**config.mk**
```make
export PLATFORM = sky130hd
export DESIGN_NAME = bus_initiator
export DESIGN_NICKNAME = d
export VERILOG_FILES = /design/src/rtl/bus_initiator_pkg.sv /design/src/rtl/bus_initiator.sv
export SDC_FILE = /design/constraint.sdc
export NUM_CORES = 1
export LEC_CHECK = 0
export BUFFER_PORTS_ARGS = -buffer_cell sky130_fd_sc_hd__buf_2
export CAP_MARGIN = 20
export CORE_MARGIN = 4
export CORE_UTILIZATION = 46
export DETAILED_ROUTE_END_ITERATION = 16
export PLACE_DENSITY_LB_ADDON = 0.2
export SYNTH_ARGS = -nofsm -noshare
export SYNTH_HDL_FRONTEND = slang
export SYNTH_SLANG_ARGS = --single-unit
```
**constraint.sdc**
```tcl
create_clock -name clk -period 2.67 [get_ports clk]
set_input_delay 0.267 -clock clk [delete_from_list [all_inputs] [get_ports clk]]
set_output_delay 0.267 -clock clk [all_outputs]
set_load 0.05 [all_outputs]
```
**src/rtl/bus_initiator_pkg.sv**
```systemverilog
// Shared constants for the cs_/as_/rdy_ peripheral bus initiator: default widths,
// state encodings and bus signal levels.
package bus_initiator_pkg;

    localparam int unsigned BUS_INIT_ADDR_W   = 2;
    localparam int unsigned BUS_INIT_DATA_W   = 32;
    localparam int unsigned BUS_INIT_TIMEOUT  = 16;
    localparam int unsigned BUS_INIT_TO_CNT_W = 5;

    localparam int unsigned BUS_INIT_STATE_W = 1;
    localparam logic [BUS_INIT_STATE_W-1:0] BUS_INIT_ST_IDLE   = 1'b0;
    localparam logic [BUS_INIT_STATE_W-1:0] BUS_INIT_ST_ACCESS = 1'b1;

    localparam logic READ     = 1'b1;
    localparam logic WRITE    = 1'b0;
    localparam logic ENABLE_  = 1'b0;
    localparam logic DISABLE_ = 1'b1;

endpackage

```
**src/rtl/bus_initiator.sv**
```systemverilog
// Single-outstanding master for the cs_/as_/rdy_ peripheral bus (GPIO, UART, timer).
// Define BUS_INIT_TIMEOUT_EN to abort accesses whose responder never asserts rdy_.
module bus_initiator
    import bus_initiator_pkg::*;
#(
    parameter int unsigned ADDR_W   = BUS_INIT_ADDR_W,
    parameter int unsigned DATA_W   = BUS_INIT_DATA_W,
    parameter int unsigned TIMEOUT  = BUS_INIT_TIMEOUT,
    parameter int unsigned TO_CNT_W = BUS_INIT_TO_CNT_W
) (
    input  logic              clk,
    input  logic              reset,
    input  logic              req_valid,
    output logic              req_ready,
    input  logic              req_rw,
    input  logic [ADDR_W-1:0] req_addr,
    input  logic [DATA_W-1:0] req_wr_data,
    output logic              rsp_valid,
    output logic [DATA_W-1:0] rsp_rd_data,
    output logic              rsp_err,
    output logic              cs_,
    output logic              as_,
    output logic              rw,
    output logic [ADDR_W-1:0] addr,
    output logic [DATA_W-1:0] wr_data,
    input  logic [DATA_W-1:0] rd_data,
    input  logic              rdy_
);

    if (TIMEOUT < 2 || TIMEOUT > (2 ** TO_CNT_W) - 1) begin : g_bad_cfg
        $error("bus_initiator: TIMEOUT must be >= 2 and fit in TO_CNT_W bits");
    end

    logic [BUS_INIT_STATE_W-1:0] r_state;
    logic [BUS_INIT_STATE_W-1:0] w_nxt_state;
    logic                        r_req_ready;
    logic                        r_rsp_valid;
    logic                        w_nxt_rsp_valid;
    logic [DATA_W-1:0]           r_rsp_rd_data;
    logic [DATA_W-1:0]           w_nxt_rsp_rd_data;
    logic                        r_cs;
    logic                        w_nxt_cs;
    logic                        r_as;
    logic                        w_nxt_as;
    logic                        r_rw;
    logic                        w_nxt_rw;
    logic [ADDR_W-1:0]           r_addr;
    logic [ADDR_W-1:0]           w_nxt_addr;
    logic [DATA_W-1:0]           r_wr_data;
    logic [DATA_W-1:0]           w_nxt_wr_data;
`ifdef BUS_INIT_TIMEOUT_EN
    logic                        r_rsp_err;
    logic                        w_nxt_rsp_err;
    logic [TO_CNT_W-1:0]         r_cnt;
    logic [TO_CNT_W-1:0]         w_nxt_cnt;
`endif

    // Next-state and next-output decode; rdy_ and rd_data only matter in ACCESS.
    always_comb begin
        w_nxt_state       = r_state;
        w_nxt_rsp_valid   = 1'b0;
        w_nxt_rsp_rd_data = r_rsp_rd_data;
        w_nxt_cs          = r_cs;
        w_nxt_as          = r_as;
        w_nxt_rw          = r_rw;
        w_nxt_addr        = r_addr;
        w_nxt_wr_data     = r_wr_data;
`ifdef BUS_INIT_TIMEOUT_EN
        w_nxt_rsp_err     = r_rsp_err;
        w_nxt_cnt         = r_cnt;
`endif
        case (r_state)
            BUS_INIT_ST_IDLE: begin
                if (req_valid) begin
                    w_nxt_state   = BUS_INIT_ST_ACCESS;
                    w_nxt_cs      = ENABLE_;
                    w_nxt_as      = ENABLE_;
                    w_nxt_rw      = req_rw;
                    w_nxt_addr    = req_addr;
                    w_nxt_wr_data = req_wr_data;
`ifdef BUS_INIT_TIMEOUT_EN
                    w_nxt_cnt     = '0;
`endif
                end
            end
            BUS_INIT_ST_ACCESS: begin
                if (rdy_ == ENABLE_) begin
                    w_nxt_state       = BUS_INIT_ST_IDLE;
                    w_nxt_rsp_valid   = 1'b1;
                    w_nxt_rsp_rd_data = (r_rw == READ) ? rd_data : '0;
                    w_nxt_cs          = DISABLE_;
                    w_nxt_as          = DISABLE_;
`ifdef BUS_INIT_TIMEOUT_EN
                    w_nxt_rsp_err     = 1'b0;
                end else if (r_cnt == TO_CNT_W'(TIMEOUT - 1)) begin
                    // This idle cycle is the TIMEOUT-th: abort with an error response.
                    w_nxt_state       = BUS_INIT_ST_IDLE;
                    w_nxt_rsp_valid   = 1'b1;
                    w_nxt_rsp_rd_data = '0;
                    w_nxt_rsp_err     = 1'b1;
                    w_nxt_cs          = DISABLE_;
                    w_nxt_as          = DISABLE_;
                    w_nxt_cnt         = r_cnt + TO_CNT_W'(1);
                end else begin
                    w_nxt_cnt         = r_cnt + TO_CNT_W'(1);
`endif
                end
            end
            default: begin
                w_nxt_state = BUS_INIT_ST_IDLE;
                w_nxt_cs    = DISABLE_;
                w_nxt_as    = DISABLE_;
            end
        endcase
    end

    // Async reset releases the bus immediately, even mid-access.
    always_ff @(posedge clk or posedge reset) begin
        if (reset) begin
            r_state       <= BUS_INIT_ST_IDLE;
            r_req_ready   <= 1'b1;
            r_rsp_valid   <= 1'b0;
            r_rsp_rd_data <= '0;
            r_cs          <= DISABLE_;
            r_as          <= DISABLE_;
            r_rw          <= READ;
            r_addr        <= '0;
            r_wr_data     <= '0;
`ifdef BUS_INIT_TIMEOUT_EN
            r_rsp_err     <= 1'b0;
            r_cnt         <= '0;
`endif
        end else begin
            r_state       <= w_nxt_state;
            r_req_ready   <= (w_nxt_state == BUS_INIT_ST_IDLE);
            r_rsp_valid   <= w_nxt_rsp_valid;
            r_rsp_rd_data <= w_nxt_rsp_rd_data;
            r_cs          <= w_nxt_cs;
            r_as          <= w_nxt_as;
            r_rw          <= w_nxt_rw;
            r_addr        <= w_nxt_addr;
            r_wr_data     <= w_nxt_wr_data;
`ifdef BUS_INIT_TIMEOUT_EN
            r_rsp_err     <= w_nxt_rsp_err;
            r_cnt         <= w_nxt_cnt;
`endif
        end
    end

    assign req_ready   = r_req_ready;
    assign rsp_valid   = r_rsp_valid;
    assign rsp_rd_data = r_rsp_rd_data;
    assign cs_         = r_cs;
    assign as_         = r_as;
    assign rw          = r_rw;
    assign addr        = r_addr;
    assign wr_data     = r_wr_data;
`ifdef BUS_INIT_TIMEOUT_EN
    assign rsp_err     = r_rsp_err;
`else
    assign rsp_err     = 1'b0;
`endif

endmodule

```
==> impl_metrics.env, run 1 <==
export IMPL_status="finished, final reports clean"
export IMPL_hp_class="in2async"
export IMPL_grt_usage=0.163
export IMPL_worst_slew_pin_slew_ns=0.742
export IMPL_core_sq_mm=0.00635
export IMPL_die_h_um=88.9
export IMPL_cp_start_kind="register"
export IMPL_netlist_area_sq_mm=0.00301
export IMPL_layout_min_cycle_time_ns=1.72
export IMPL_final_cell_area_sq_mm=0.00394
export IMPL_critPathSlowestCell="nor2b_4"
export IMPL_yosys_register_bits=71
export IMPL_cp_startpoint="r_state"
export IMPL_cp_end_kind="register"
export IMPL_worst_setup_path_type="reg2reg"
export IMPL_routed_wl_mm=6.38
export IMPL_area_delta_synth_final_pct=30.9
export IMPL_drt_antenna_violating_nets=0
export IMPL_drcViolationCount=0
export IMPL_placed_area_sq_mm=0.00378
export IMPL_final_util=0.620
export IMPL_hold_viol=0
export IMPL_grt_pass1_wl_mm=9.74
export IMPL_post_cts_buffers=0
export IMPL_clock_sinks=71
export IMPL_slew_viol_final=0
export IMPL_yosysWarnings=0
export IMPL_rsz0062_at_grt="no"
export IMPL_fmax_mhz=580
export IMPL_ir_drop_mv=0.510
export IMPL_post_drt_wl_per_cell_um=14.3
export IMPL_p_total_mw=4.07
export IMPL_cts_tree="done"
export IMPL_cts_root_buffer="clkbuf_8"
export IMPL_antenna_cells=0
export IMPL_skew_ns=0.00570
export IMPL_grt_pass1_vias=2136
export IMPL_max_slew_margin_rel=0.505
export IMPL_cts_path_max_buffers=2
export IMPL_synth_distinct_cells=17
export IMPL_portBuffers=141
export IMPL_r2r_start="r_state"
export IMPL_grt_max_degree=39
export IMPL_drv_cap=0
export IMPL_cts_resized=0
export IMPL_overflow=0
export IMPL_syn_inst=225
export IMPL_synth_seq_area_share=0.592
export IMPL_period_share=0.645
export IMPL_synth_fp_nets=296
export IMPL_die_area_sq_mm=0.00790
export IMPL_via_per_inst=4.64
export IMPL_cts_reportedPaths_clkPinSlew_ns=0.07
export IMPL_path_max_fanout=23
export IMPL_antenna_found_initial=0
export IMPL_dr_total_vias=2075
export IMPL_initialDrtViolationCount=65
export IMPL_start_util=0.474
export IMPL_cts_max_level=3
export IMPL_cp_data_arrival_time_ns=1.93
export IMPL_rr_worst_depth=3
export IMPL_syn_avg_cell_area_sq_um=13.4
export IMPL_numCtsBuffers=9
export IMPL_cp_cell_sequence="nor2b_4 > buf_12 > mux2_2"
export IMPL_worst_endpoint_required_ns=2.88
export IMPL_p_leak_nw=2.13
export IMPL_drive_above_1_share=0.535
export IMPL_row_count=29
export IMPL_hpwl_mm=4.73
export IMPL_cp_num_cells=3
export IMPL_cts_hold_buf=0
export IMPL_slowest_delay_ns=0.52
export IMPL_p_per_area_mw_per_mm2=1030
export IMPL_io_pins=143
export IMPL_setup_viol=0
export IMPL_finalWeightedCongestion=0.729
export IMPL_setup_tns_ns=0
export IMPL_firstDrtPassIters=4
export IMPL_cp_top_family="simple AND/OR/NAND/NOR gates"
export IMPL_fin_nets=438
export IMPL_clock_latency_ns=0.32
export IMPL_die_w_um=88.9
export IMPL_cp_num_buf_inv=1
cell type report:
type	count	area [sq um]
timing repair buffer	145	773
tap	77	96.3
multi-input combinational	106	998
inverter	34	128
clock buffer	13	159
clock inverter	1	5.00
sequential	71	1780
fill	542	2410
layer usage:
metal / up-vias / part of all wire / GRT usage
met5: - / 0 / 0
met4: 0 / 0.016 / 0.0755
met3: 10 / 0.093 / 0.0521
met2: 77 / 0.50 / 0.267
met1: 996 / 0.39 / 0.195
li1: 992 / - / -
placed cells by master, fill, tap and decap left out, drive strengths merged:
master  Yosys  routed
nand2b      1       1
dfrtp      68      68
mux2       35      35
clkbuf      3      13
nor2b       2       2
a21oi       1       1
clkinv      0       1
buf        11     145
conb        1       1
a22o        1       1
dfstp       3       3
nand2      32      32
a21o        1       1
inv        34      34
mux2i      32      32
worst paths after layout:
| path | end | slack [ns] |
|---|---|---|
| max in group asynchronous | as_ | 1.89 |
| setup / recovery | wr_data[14] | 0.95 |
| hold / removal | rsp_rd_data[20] | 0.07 |
| hold reg to reg | wr_data[17] | 0.51 |
| min in group clk | req_ready | 0.17 |
| setup reg to reg | wr_data[14] | 0.95 |
Yosys cell counts:
library cell / n / area [sq um]
conb_1: 1 / 3.75
a22o_1: 1 / 8.76
nand2_1: 32 / 120
nor2b_1: 2 / 12.5
mux2i_1: 32 / 320
mux2_2: 7 / 78.8
a21o_1: 1 / 7.51
buf_6: 7 / 78.8
buf_4: 3 / 22.5
a21oi_1: 1 / 5.00
clkbuf_1: 3 / 11.3
inv_1: 34 / 128
dfstp_2: 3 / 78.8
buf_2: 1 / 5.00
mux2_4: 28 / 420
dfrtp_1: 68 / 1700
nand2b_1: 1 / 6.26
state kept, by name, indices dropped and copies added (netlist names):
signal / flops
as_: 1
req_ready: 1
wr_data: 32
rw: 1
r_state: 1
rsp_valid: 1
addr: 2
rsp_rd_data: 32
power by group:
part	internal (mW)	total (mW)	switching (mW)
Sequential	1.35	1.51	0.156
Combinational	0.504	1.83	1.33
Clock	0.377	0.729	0.351
Total	2.24	4.07	1.84
kinds of logic (layout without fill, tap and decap cells):
logic type | Yosys count | count (layout) | synth area share
other | 1 | 1 | 0.00125
AND/OR/NAND/NOR | 35 | 35 | 0.0462
flip-flops | 71 | 71 | 0.592
AO/OA/AOI/OAI | 3 | 3 | 0.00707
buffers and inverters | 48 | 193 | 0.0815
multiplexers | 67 | 67 | 0.272
metrics by stage:
stage	hold WS, ns	std cells	setup WS [ns]
final	0.0654	447	0.947
after detailed placement	0.444	433	0.957
after global placement	0.443	433	1.00
after CTS	0.0858	447	0.943
after global routing	0.121	447	0.852
after floorplan	0.323	225	0.611
(Power assumes the default switching activity.)
==> run 2, diff against run 1 <==
- ABC_AREA: unset -> 1
- clock period: 2.67 -> 1.65 ns (I/O delays scaled with it)
==> run 2 against run 1 <==
Total power grew 56%. Global-route usage grew 1.8 points. Hold slack lost 0.041 ns. Flip-flop and latch count is the same. Critical endpoint is now rw. Largest cell class unchanged. Largest power group unchanged.
==> impl_metrics.env, run 2 <==
export IMPL_area_delta_synth_final_pct=31.2
export IMPL_yosysWarnings=0
export IMPL_hold_viol=0
export IMPL_ir_drop_mv=0.803
export IMPL_hpwl_mm=4.89
export IMPL_hp_start="req_wr_data[8]"
export IMPL_hp_class="in2reg"
export IMPL_cts_root_buffer="clkbuf_8"
export IMPL_yosys_register_bits=71
export IMPL_slew_viol_final=0
export IMPL_cts_path_max_buffers=2
export IMPL_clock_sinks=71
export IMPL_yosysTopAreaCell="dfrtp_1"
export IMPL_row_count=29
export IMPL_placed_cells=571
export IMPL_path_max_fanout=11
export IMPL_rsz0062_at_grt="no"
export IMPL_drv_cap=0
export IMPL_dr_total_vias=2553
export IMPL_synthSimpleGateAreaFrac=0.306
export IMPL_grt_pass1_vias=2473
export IMPL_layout_min_cycle_time_ns=1.47
export IMPL_synth_compound_gate_area_share=0.00331
export IMPL_setup_tns_ns=0
export IMPL_synthArstFlopShare=1.00
export IMPL_post_cts_buffers=0
export IMPL_synth_fa_ha_area_frac=0
export IMPL_firstDrtPassIters=4
export IMPL_grt_pass1_wl_mm=11.1
export IMPL_routed_wl_mm=7.04
export IMPL_drt_antenna_violating_nets=0
export IMPL_drive_above_1_share=0.335
export IMPL_fin_nets=577
export IMPL_cts_tree="done"
export IMPL_synth_edf_count=0
export IMPL_holdWs_ns=0.0241
export IMPL_wl_met1_mm=3.01
export IMPL_synth_top_family_by_area="simple AND/OR/NAND/NOR gates"
export IMPL_skew_ns=0.00761
export IMPL_layout_commonest_cell="nand2_1"
export IMPL_synthTopCellsByCount="233 x nand2_1, 68 x dfrtp_1, 36 x inv_1"
export IMPL_start_util=0.476
export IMPL_final_util=0.624
export IMPL_fmax_mhz=678
export IMPL_grt_max_degree=72
export IMPL_cp_cell_sequence="buf_2"
export IMPL_syn_avg_cell_area_sq_um=8.23
export IMPL_yosys_mux_area_fraction=0
export IMPL_synth_seq_area_share=0.589
export IMPL_cp_data_arrival_time_ns=1.31
export IMPL_rrSetupSlack_ns=0.44
export IMPL_initialDrtViolationCount=116
export IMPL_drcViolationCount=0
export IMPL_wl_met2_mm=3.39
export IMPL_finalWeightedCongestion=0.761
export IMPL_cp_num_buf_inv=1
export IMPL_portBuffers=141
export IMPL_core_sq_mm=0.00635
export IMPL_r2r_start="r_state"
export IMPL_top_layer_used="met4"
export IMPL_synth_top_area_share=0.563
export IMPL_cts_resized=0
export IMPL_overflow=0
export IMPL_antenna_cells=0
export IMPL_p_total_mw=6.37
export IMPL_cp_end_kind="output port"
export IMPL_clock_latency_ns=0.32
export IMPL_wl_met3_um=572
export IMPL_die_w_um=89.1
export IMPL_cp_start_kind="register"
export IMPL_synth_main_ff_cell="dfrtp_1"
export IMPL_post_drt_wl_per_cell_um=12.0
export IMPL_die_h_um=89.1
export IMPL_status="finished, final reports clean"
export IMPL_cts_max_level=3
export IMPL_numCtsBuffers=9
export IMPL_cp_startpoint="rw"
export IMPL_io_pins=143
export IMPL_yosysMostFrequentCell="nand2_1"
export IMPL_cts_hold_buf=1
export IMPL_p_per_area_mw_per_mm2=1610
export IMPL_layout_common_cells="233 x nand2_1, 141 x buf_2, 68 x dfrtp_1"
export IMPL_syn_inst=367
export IMPL_fin_cells=588
export IMPL_synth_fp_nets=438
export IMPL_worst_endpoint_required_ns=1.48
export IMPL_slowest_delay_ns=0.67
export IMPL_p_leak_nw=2.61
export IMPL_synth_area_leaders="dfrtp_1 56%, nand2_1 29%, inv_1 4.5%, dfstp_2 2.6%, buf_6 2.2%"
export IMPL_grt_usage=0.181
export IMPL_antenna_found_initial=0
export IMPL_die_area_sq_mm=0.00793
export IMPL_cp_top_family="flip-flops"
export IMPL_cts_reportedPaths_clkPinSlew_ns=0.08
export IMPL_period_share=0.894
export IMPL_worst_setup_path_type="reg2out"
export IMPL_netlist_area_sq_mm=0.00302
export IMPL_synth_xor_area_share=0
export IMPL_critPathSlowestCell="dfstp_2"
export IMPL_setup_viol=0
export IMPL_synth_distinct_cells=17
export IMPL_via_per_inst=4.34
-- run 2: cell families (layout without fill, tap and decap cells) --
family | Yosys count | in the layout
DFF | 71 | 71
other | 1 | 1
AOI/OAI and AO/OA | 2 | 2
buffers and inverters | 56 | 200
and+or+nand+nor | 237 | 237
-- run 2: worst paths after layout --
check,end,depth (start not counted)
worst min register to register,rsp_rd_data[2],2
min in group asynchronous,rsp_rd_data[12],4
max in group asynchronous,as_,4
worst max register to register,rsp_rd_data[3],4
worst min-delay path,wr_data[8],3
worst max-delay path,rw,1
-- run 2: through the flow --
step | instance area (sq um) | worst slack, ns
final | 3970 | 0.175
after global routing | 3970 | 0.123
after CTS | 3970 | 0.155
after detailed placement | 3730 | 0.463
after global placement | 3730 | 0.503
after floorplan | 3030 | 0.332
-- run 2: where the power goes --
part           leakage [nW]  total, mW  internal (mW)  switching [mW]
logic                  1.59       2.51          0.557            1.95
clock network         0.116       1.52          0.887           0.631
registers             0.902       2.34           2.12           0.220
total                  2.61       6.37           3.57            2.80
-- run 2: cell type report --
cell class	count	area, sq um
sequential	71	1780
multi-input combinational	240	937
fill	580	2380
timing repair buffer	146	783
inverter	38	146
tap	77	96.3
clock buffer	10	138
clock inverter	6	83.8
-- run 2: metal layers --
metal / vias to the layer above / global-route usage
li1: 1332 / -
met1: 1129 / 0.222
met2: 85 / 0.312
met3: 7 / 0.0452
met4: 0 / 0.0650
met5: - / 0
